==> src/rtl/universal_shift_seq.sv <==
// Universal shift register with hold/shift/rotate/arithmetic/load modes and a
// counted multi-shift sequence with busy/done handshake.
module universal_shift_seq #(
    parameter int unsigned WIDTH = 8,
    parameter int unsigned CNT_W = 4
) (
    input  logic             clk,
    input  logic             rst,
    input  logic             en,
    input  logic [2:0]       mode,
    input  logic             start,
    input  logic [CNT_W-1:0] cnt,
    input  logic [WIDTH-1:0] d,
    input  logic             r_in,
    input  logic             l_in,
    output logic [WIDTH-1:0] q,
    output logic             so_r,
    output logic             so_l,
    output logic             busy,
    output logic             done
);

    localparam logic [2:0] ModeHold  = 3'b000;
    localparam logic [2:0] ModeShr   = 3'b001;
    localparam logic [2:0] ModeShl   = 3'b010;
    localparam logic [2:0] ModeLoad  = 3'b011;
    localparam logic [2:0] ModeRor   = 3'b100;
    localparam logic [2:0] ModeRol   = 3'b101;
    localparam logic [2:0] ModeAsr   = 3'b110;
    localparam logic [2:0] ModeHold2 = 3'b111;

    logic [WIDTH-1:0] q_q, q_d;
    logic [CNT_W-1:0] rem_q, rem_d;
    logic             busy_q, busy_d;
    logic             done_q, done_d;
    logic [2:0]       mode_q, mode_d;

    function automatic logic [WIDTH-1:0] step_fn(
        input logic [2:0]       m,
        input logic [WIDTH-1:0] cur,
        input logic [WIDTH-1:0] ld,
        input logic             ri,
        input logic             li
    );
        logic [WIDTH-1:0] nxt;
        case (m)
            ModeShr:  nxt = {ri, cur[WIDTH-1:1]};
            ModeShl:  nxt = {cur[WIDTH-2:0], li};
            ModeLoad: nxt = ld;
            ModeRor:  nxt = {cur[0], cur[WIDTH-1:1]};
            ModeRol:  nxt = {cur[WIDTH-2:0], cur[WIDTH-1]};
            ModeAsr:  nxt = {cur[WIDTH-1], cur[WIDTH-1:1]};
            default:  nxt = cur;
        endcase
        return nxt;
    endfunction

    // Load and hold cannot be repeated meaningfully, so a start with them is one step.
    function automatic logic single_step_mode(input logic [2:0] m);
        return (m == ModeHold) || (m == ModeLoad) || (m == ModeHold2);
    endfunction

    always_comb begin
        q_d    = q_q;
        rem_d  = rem_q;
        busy_d = busy_q;
        mode_d = mode_q;
        done_d = 1'b0;
        if (en) begin
            if (busy_q) begin
                q_d   = step_fn(mode_q, q_q, d, r_in, l_in);
                rem_d = rem_q - CNT_W'(1);
                if (rem_q == CNT_W'(1)) begin
                    busy_d = 1'b0;
                    done_d = 1'b1;
                end
            end else if (start) begin
                mode_d = mode;
                done_d = 1'b1;
                if (cnt != '0) begin
                    q_d = step_fn(mode, q_q, d, r_in, l_in);
                    if (cnt != CNT_W'(1) && !single_step_mode(mode)) begin
                        rem_d  = cnt - CNT_W'(1);
                        busy_d = 1'b1;
                        done_d = 1'b0;
                    end
                end
            end else begin
                q_d = step_fn(mode, q_q, d, r_in, l_in);
            end
        end
    end

    always_ff @(posedge clk or posedge rst) begin
        if (rst) begin
            q_q    <= '0;
            rem_q  <= '0;
            busy_q <= 1'b0;
            done_q <= 1'b0;
            mode_q <= ModeHold;
        end else begin
            q_q    <= q_d;
            rem_q  <= rem_d;
            busy_q <= busy_d;
            done_q <= done_d;
            mode_q <= mode_d;
        end
    end

    assign q    = q_q;
    assign so_r = q_q[0];
    assign so_l = q_q[WIDTH-1];
    assign busy = busy_q;
    assign done = done_q;

endmodule

==> config.mk <==
export PLATFORM = sky130hd
export DESIGN_NAME = universal_shift_seq
export DESIGN_NICKNAME = d
export VERILOG_FILES = /design/src/rtl/universal_shift_seq.sv
export SDC_FILE = /design/constraint.sdc
export NUM_CORES = 1
export LEC_CHECK = 0
export CAP_MARGIN = 0
export CORE_UTILIZATION = 37
export CTS_BUF_LIST = sky130_fd_sc_hd__clkbuf_8 sky130_fd_sc_hd__clkbuf_16
export DETAILED_ROUTE_END_ITERATION = 8
export GPL_TIMING_DRIVEN = 0
export SYNTH_ARGS = -nofsm -noshare
export SYNTH_HDL_FRONTEND = slang
export SYNTH_SLANG_ARGS = --single-unit
==> constraint.sdc <==
create_clock -name clk -period 4.6 [get_ports clk]
set_input_delay 0.92 -clock clk [delete_from_list [all_inputs] [get_ports clk]]
set_output_delay 0.92 -clock clk [all_outputs]
set_load 0.1 [all_outputs]
==> metrics.txt <==
# TYPE chip_impl_metric gauge
chip_impl_metric{name="die_width",unit="um"} 68.4
chip_impl_info{name="status",value="completed"} 1
chip_impl_metric{name="initial_util",unit=""} 0.396
chip_impl_metric{name="post-cts-setup-buffers",unit=""} 0
chip_impl_metric{name="gp_routability_congestion",unit=""} 0.837
chip_impl_metric{name="totalPowerFinal",unit="mW"} 1.47
chip_impl_info{name="cts_tree",value="done"} 1
chip_impl_metric{name="port_buffers",unit=""} 32
chip_impl_metric{name="io_pins",unit=""} 33
chip_impl_metric{name="crit_arrival",unit="ps"} 2040
chip_impl_metric{name="power.share.sequential",unit=""} 0.215
chip_impl_metric{name="number_of_cts_inserted_buffers",unit=""} 3
chip_impl_metric{name="antenna_found_initial",unit=""} 0
chip_impl_metric{name="synthToLayoutAreaGrowth",unit="%"} 26.3
chip_impl_info{name="worst_hold_startpoint",value="rem_q[0]"} 1
chip_impl_metric{name="worst_hold_slack",unit="ps"} 552
chip_impl_metric{name="drtPass1Iterations",unit=""} 4
chip_impl_metric{name="p_sw",unit="mW"} 0.843
chip_impl_metric{name="cts_hold_buf",unit=""} 0
chip_impl_metric{name="final.min_clock_period",unit="ps"} 2960
chip_impl_metric{name="clock_tree.htree_level_count",unit=""} 1
chip_impl_metric{name="cts-resized-gates",unit=""} 0
chip_impl_metric{name="grt_overflow",unit=""} 0
chip_impl_metric{name="dp_worst_setup_slack",unit="ps"} 1490
chip_impl_metric{name="cp_max_fo",unit=""} 6
chip_impl_metric{name="grt_use_total",unit=""} 0.204
chip_impl_info{name="synth_top_family_by_area",value="compound AO/OA/AOI/OAI gates"} 1
chip_impl_metric{name="yosys_register_bits",unit=""} 17
chip_impl_metric{name="final_min_period_over_clock_period",unit=""} 0.644
chip_impl_info{name="cp-end-kind",value="primary output"} 1
chip_impl_metric{name="post_synth_instance_area",unit="um^2"} 1630
chip_impl_metric{name="dr_total_vias",unit=""} 1591
chip_impl_metric{name="p_int",unit="mW"} 0.626
chip_impl_metric{name="setup_violations",unit=""} 0
chip_impl_metric{name="p_per_area",unit="nW/um^2"} 713
chip_impl_metric{name="syn_avg_cell_area",unit="um^2"} 8.12
chip_impl_metric{name="synth_nets",unit=""} 227
chip_impl_metric{name="report.final.slew_viol_count",unit=""} 0
chip_impl_metric{name="max_cap_violations",unit=""} 0
chip_impl_metric{name="clock_path_buffers",unit=""} 2
chip_impl_metric{name="drt_first_iter_violations",unit=""} 173
chip_impl_metric{name="avgRoutedWirePerCell",unit="um"} 15.1
chip_impl_metric{name="critical_path_data_required_time",unit="ps"} 3680
chip_impl_info{name="startpoint_class_of_the_critical_path",value="flop"} 1
chip_impl_metric{name="ir_worst_vdd",unit="mV"} 0.316
chip_impl_metric{name="ys.warnings.count",unit=""} 0
chip_impl_metric{name="tritoncts_num_sinks",unit=""} 17
chip_impl_metric{name="layout.nets",unit=""} 264
chip_impl_info{name="rsz0062_at_grt",value="no"} 1
chip_impl_metric{name="ant_nets",unit=""} 0
chip_impl_metric{name="sequential_element_share_of_the_synthesized_area",unit=""} 0.261
chip_impl_metric{name="height_of_the_die",unit="um"} 68.4
chip_impl_info{name="setup.worst_path.start",value="q[7]"} 1
chip_impl_metric{name="power.share.clock",unit=""} 0.079
chip_impl_metric{name="mapped_cells",unit=""} 201
chip_impl_metric{name="max_slew_margin",unit=""} 0.345
chip_impl_metric{name="netSwitchingFraction",unit=""} 0.574
chip_impl_metric{name="largest_net_degree_at_the_start_of_global_routing",unit=""} 18
chip_impl_metric{name="antenna-diode-count",unit=""} 0
chip_impl_metric{name="synth_cell_type_count",unit=""} 45
chip_impl_metric{name="post-route-worst-setup-slack",unit="ps"} 1640
chip_impl_metric{name="fp.dieArea",unit="um^2"} 4680
chip_impl_metric{name="post-route-util",unit=""} 0.501
chip_impl_metric{name="comb_power_share",unit=""} 0.705
chip_impl_info{name="worstReg2RegStart",value="mode_q[2]"} 1
chip_impl_metric{name="hold_viol_final",unit=""} 0
chip_impl_metric{name="clock-skew-final",unit="ps"} 4.39
chip_impl_metric{name="fmaxAchievable",unit="MHz"} 337
chip_impl_metric{name="rows",unit=""} 23
chip_impl_metric{name="area_of_the_core",unit="um^2"} 4120
chip_impl_metric{name="post_synth_xor_area_fraction",unit=""} 0.0107
chip_impl_metric{name="final.setup.tns",unit="ps"} 0
chip_impl_info{name="path_class",value="reg -> out"} 1
chip_impl_metric{name="wl",unit="mm"} 4.35
chip_impl_info{name="holdCritPathClass",value="reg -> reg"} 1
chip_impl_metric{name="grt_first_pass_wirelength",unit="mm"} 7.08
chip_impl_info{name="cts_root_buf",value="sky130_fd_sc_hd__clkbuf_8"} 1
chip_impl_metric{name="share_of_post_route_cells_with_drive_strength_above_1",unit=""} 0.127
chip_impl_metric{name="dp_hpwl",unit="mm"} 3.18
chip_impl_metric{name="route.detailed.vias_per_inst",unit=""} 5.54
chip_impl_metric{name="synthAdderAreaFrac",unit=""} 0.0383
chip_impl_metric{name="power.leakage",unit="nW"} 0.880
chip_impl_metric{name="drc",unit=""} 0
chip_impl_metric{name="synthMuxAreaShare",unit=""} 0.120
chip_impl_metric{name="tightestPinTransition",unit="ps"} 980
chip_impl_metric{name="vias_in_the_first_global_route",unit=""} 1504
chip_impl_metric{name="synth_compound_area_frac",unit=""} 0.289
chip_impl_metric{name="worst_setup_hold_path_clk_slew",unit="ps"} 70
chip_impl_metric{name="synth_simple_gate_area_share",unit=""} 0.180
chip_impl_metric{name="clock_insertion_delay_worst_skew",unit="ps"} 250
## stage by stage
step           instance area, um^2  std cells
2_1_floorplan                 1630        201
3_3_place_gp                  2010        283
3_5_place_dp                  2010        283
4_1_cts                       2060        287
5_1_grt                       2060        287
6_report                      2060        287
## per-layer routing
| metal | wire (um) | up-vias | track usage |
|---|---|---|---|
| li1 | - | 808 | - |
| met1 | 2100 | 733 | 0.287 |
| met2 | 1990 | 46 | 0.324 |
| met3 | 216 | 4 | 0.0183 |
| met4 | 48 | 0 | 0.0677 |
| met5 | 0 | - | 0 |
## Yosys cell counts, drive strengths merged
cell     number  area (um^2)
buf          13         95.1
ha            5         62.6
and2          1         8.76
a31oi         2         12.5
o21ai        21          109
o2111ai       1         8.76
a211oi       13          103
a211o         1         8.76
nor3          6         35.0
nor3b         1         7.51
mux2i        14          140
clkbuf        3         16.3
nor2          8         30.0
nand2        24         90.1
o31ai         8         60.1
and3          2         12.5
and3b         2         17.5
nand3         8         40.0
dfrtp        17          425
a21o          1         7.51
a21oi        10         50.1
a2111oi       1         27.5
or2           1         8.76
o21bai        1         7.51
xnor2         2         17.5
a222oi        2         20.0
inv          13         48.8
a2bb2oi       2         17.5
nand2b        4         25.0
clkinv        1         3.75
nor2b         2         12.5
o211ai        2         20.0
o22ai         2         12.5
mux2          5         56.3
a22oi         1         7.51
or3           1         6.26
## path summary, 6_finish.rpt
kind	to	slack, ps	depth (start not counted)
max reg2reg	q[5]	2810	6
max in group asynchronous	done	3080	2
max	q[7]	1640	2
min in group asynchronous	q[5]	1070	2
min reg2reg	rem_q[0]	550	1
min	rem_q[0]	550	1
## state kept, by name, indices dropped and copies added, names as in the netlist
name and count:
busy 1, done 1, mode_q 3, q 8, rem_q 4
## placed cells by master (no fill, tap or decap), types with 2 or more instances in the layout
cell / count
sky130_fd_sc_hd__xnor2_1: 2
sky130_fd_sc_hd__nand2b_1: 4
sky130_fd_sc_hd__mux2_2: 4
sky130_fd_sc_hd__buf_6: 4
sky130_fd_sc_hd__o31ai_1: 8
sky130_fd_sc_hd__clkdlybuf4s50_1: 32
sky130_fd_sc_hd__a222oi_1: 2
sky130_fd_sc_hd__mux2i_1: 14
sky130_fd_sc_hd__dfrtp_1: 17
sky130_fd_sc_hd__o22ai_1: 2
sky130_fd_sc_hd__a211oi_1: 12
sky130_fd_sc_hd__nor2b_1: 2
sky130_fd_sc_hd__nand3_1: 8
sky130_fd_sc_hd__nor3_1: 5
sky130_fd_sc_hd__and3b_1: 2
sky130_fd_sc_hd__clkbuf_8: 3
sky130_fd_sc_hd__a21oi_1: 10
sky130_fd_sc_hd__o21ai_0: 20
sky130_fd_sc_hd__inv_1: 13
sky130_fd_sc_hd__nor2_1: 8
sky130_fd_sc_hd__a2bb2oi_1: 2
sky130_fd_sc_hd__a31oi_1: 2
sky130_fd_sc_hd__ha_1: 5
sky130_fd_sc_hd__buf_4: 2
sky130_fd_sc_hd__buf_2: 7
sky130_fd_sc_hd__and3_1: 2
sky130_fd_sc_hd__nand2_1: 24
## cell families (layout without fill, tap and decap cells)
logic type	Yosys count	count (layout)
xor gates and xnor gates	2	2
muxes	19	19
DFF	17	17
AOI/OAI and AO/OA	68	68
and+or+nand+nor	60	60
adders and majority gates	5	5
buffers and inverters	30	66
## power by group through the flow
stage / Clock [mW] / Combinational [mW] / Sequential [mW]
6_report: 0.117 / 1.04 / 0.316
3_5_place_dp: 0 / 1.03 / 0.318
2_1_floorplan: 0 / 0.538 / 0.570
3_3_place_gp: 0 / 1.03 / 0.319
4_1_cts: 0.122 / 1.04 / 0.314
5_1_grt: 0.129 / 1.11 / 0.332
## layout make-up
class                      count  area [um^2]
fill                         427         2050
multi-input combinational    154         1040
sequential                    17          425
timing repair buffer          32          320
buffer                        16          111
tap                           50         62.6
inverter                      14         52.6
clock buffer                   3         41.3
clock inverter                 1         5.00
## critical path: stages, from the launching register on
cell                              delay (ps)
sky130_fd_sc_hd__dfrtp_1                 510
sky130_fd_sc_hd__buf_4                   160
sky130_fd_sc_hd__clkdlybuf4s50_1        1120
No activity file was read; power rests on OpenSTA's default activity.
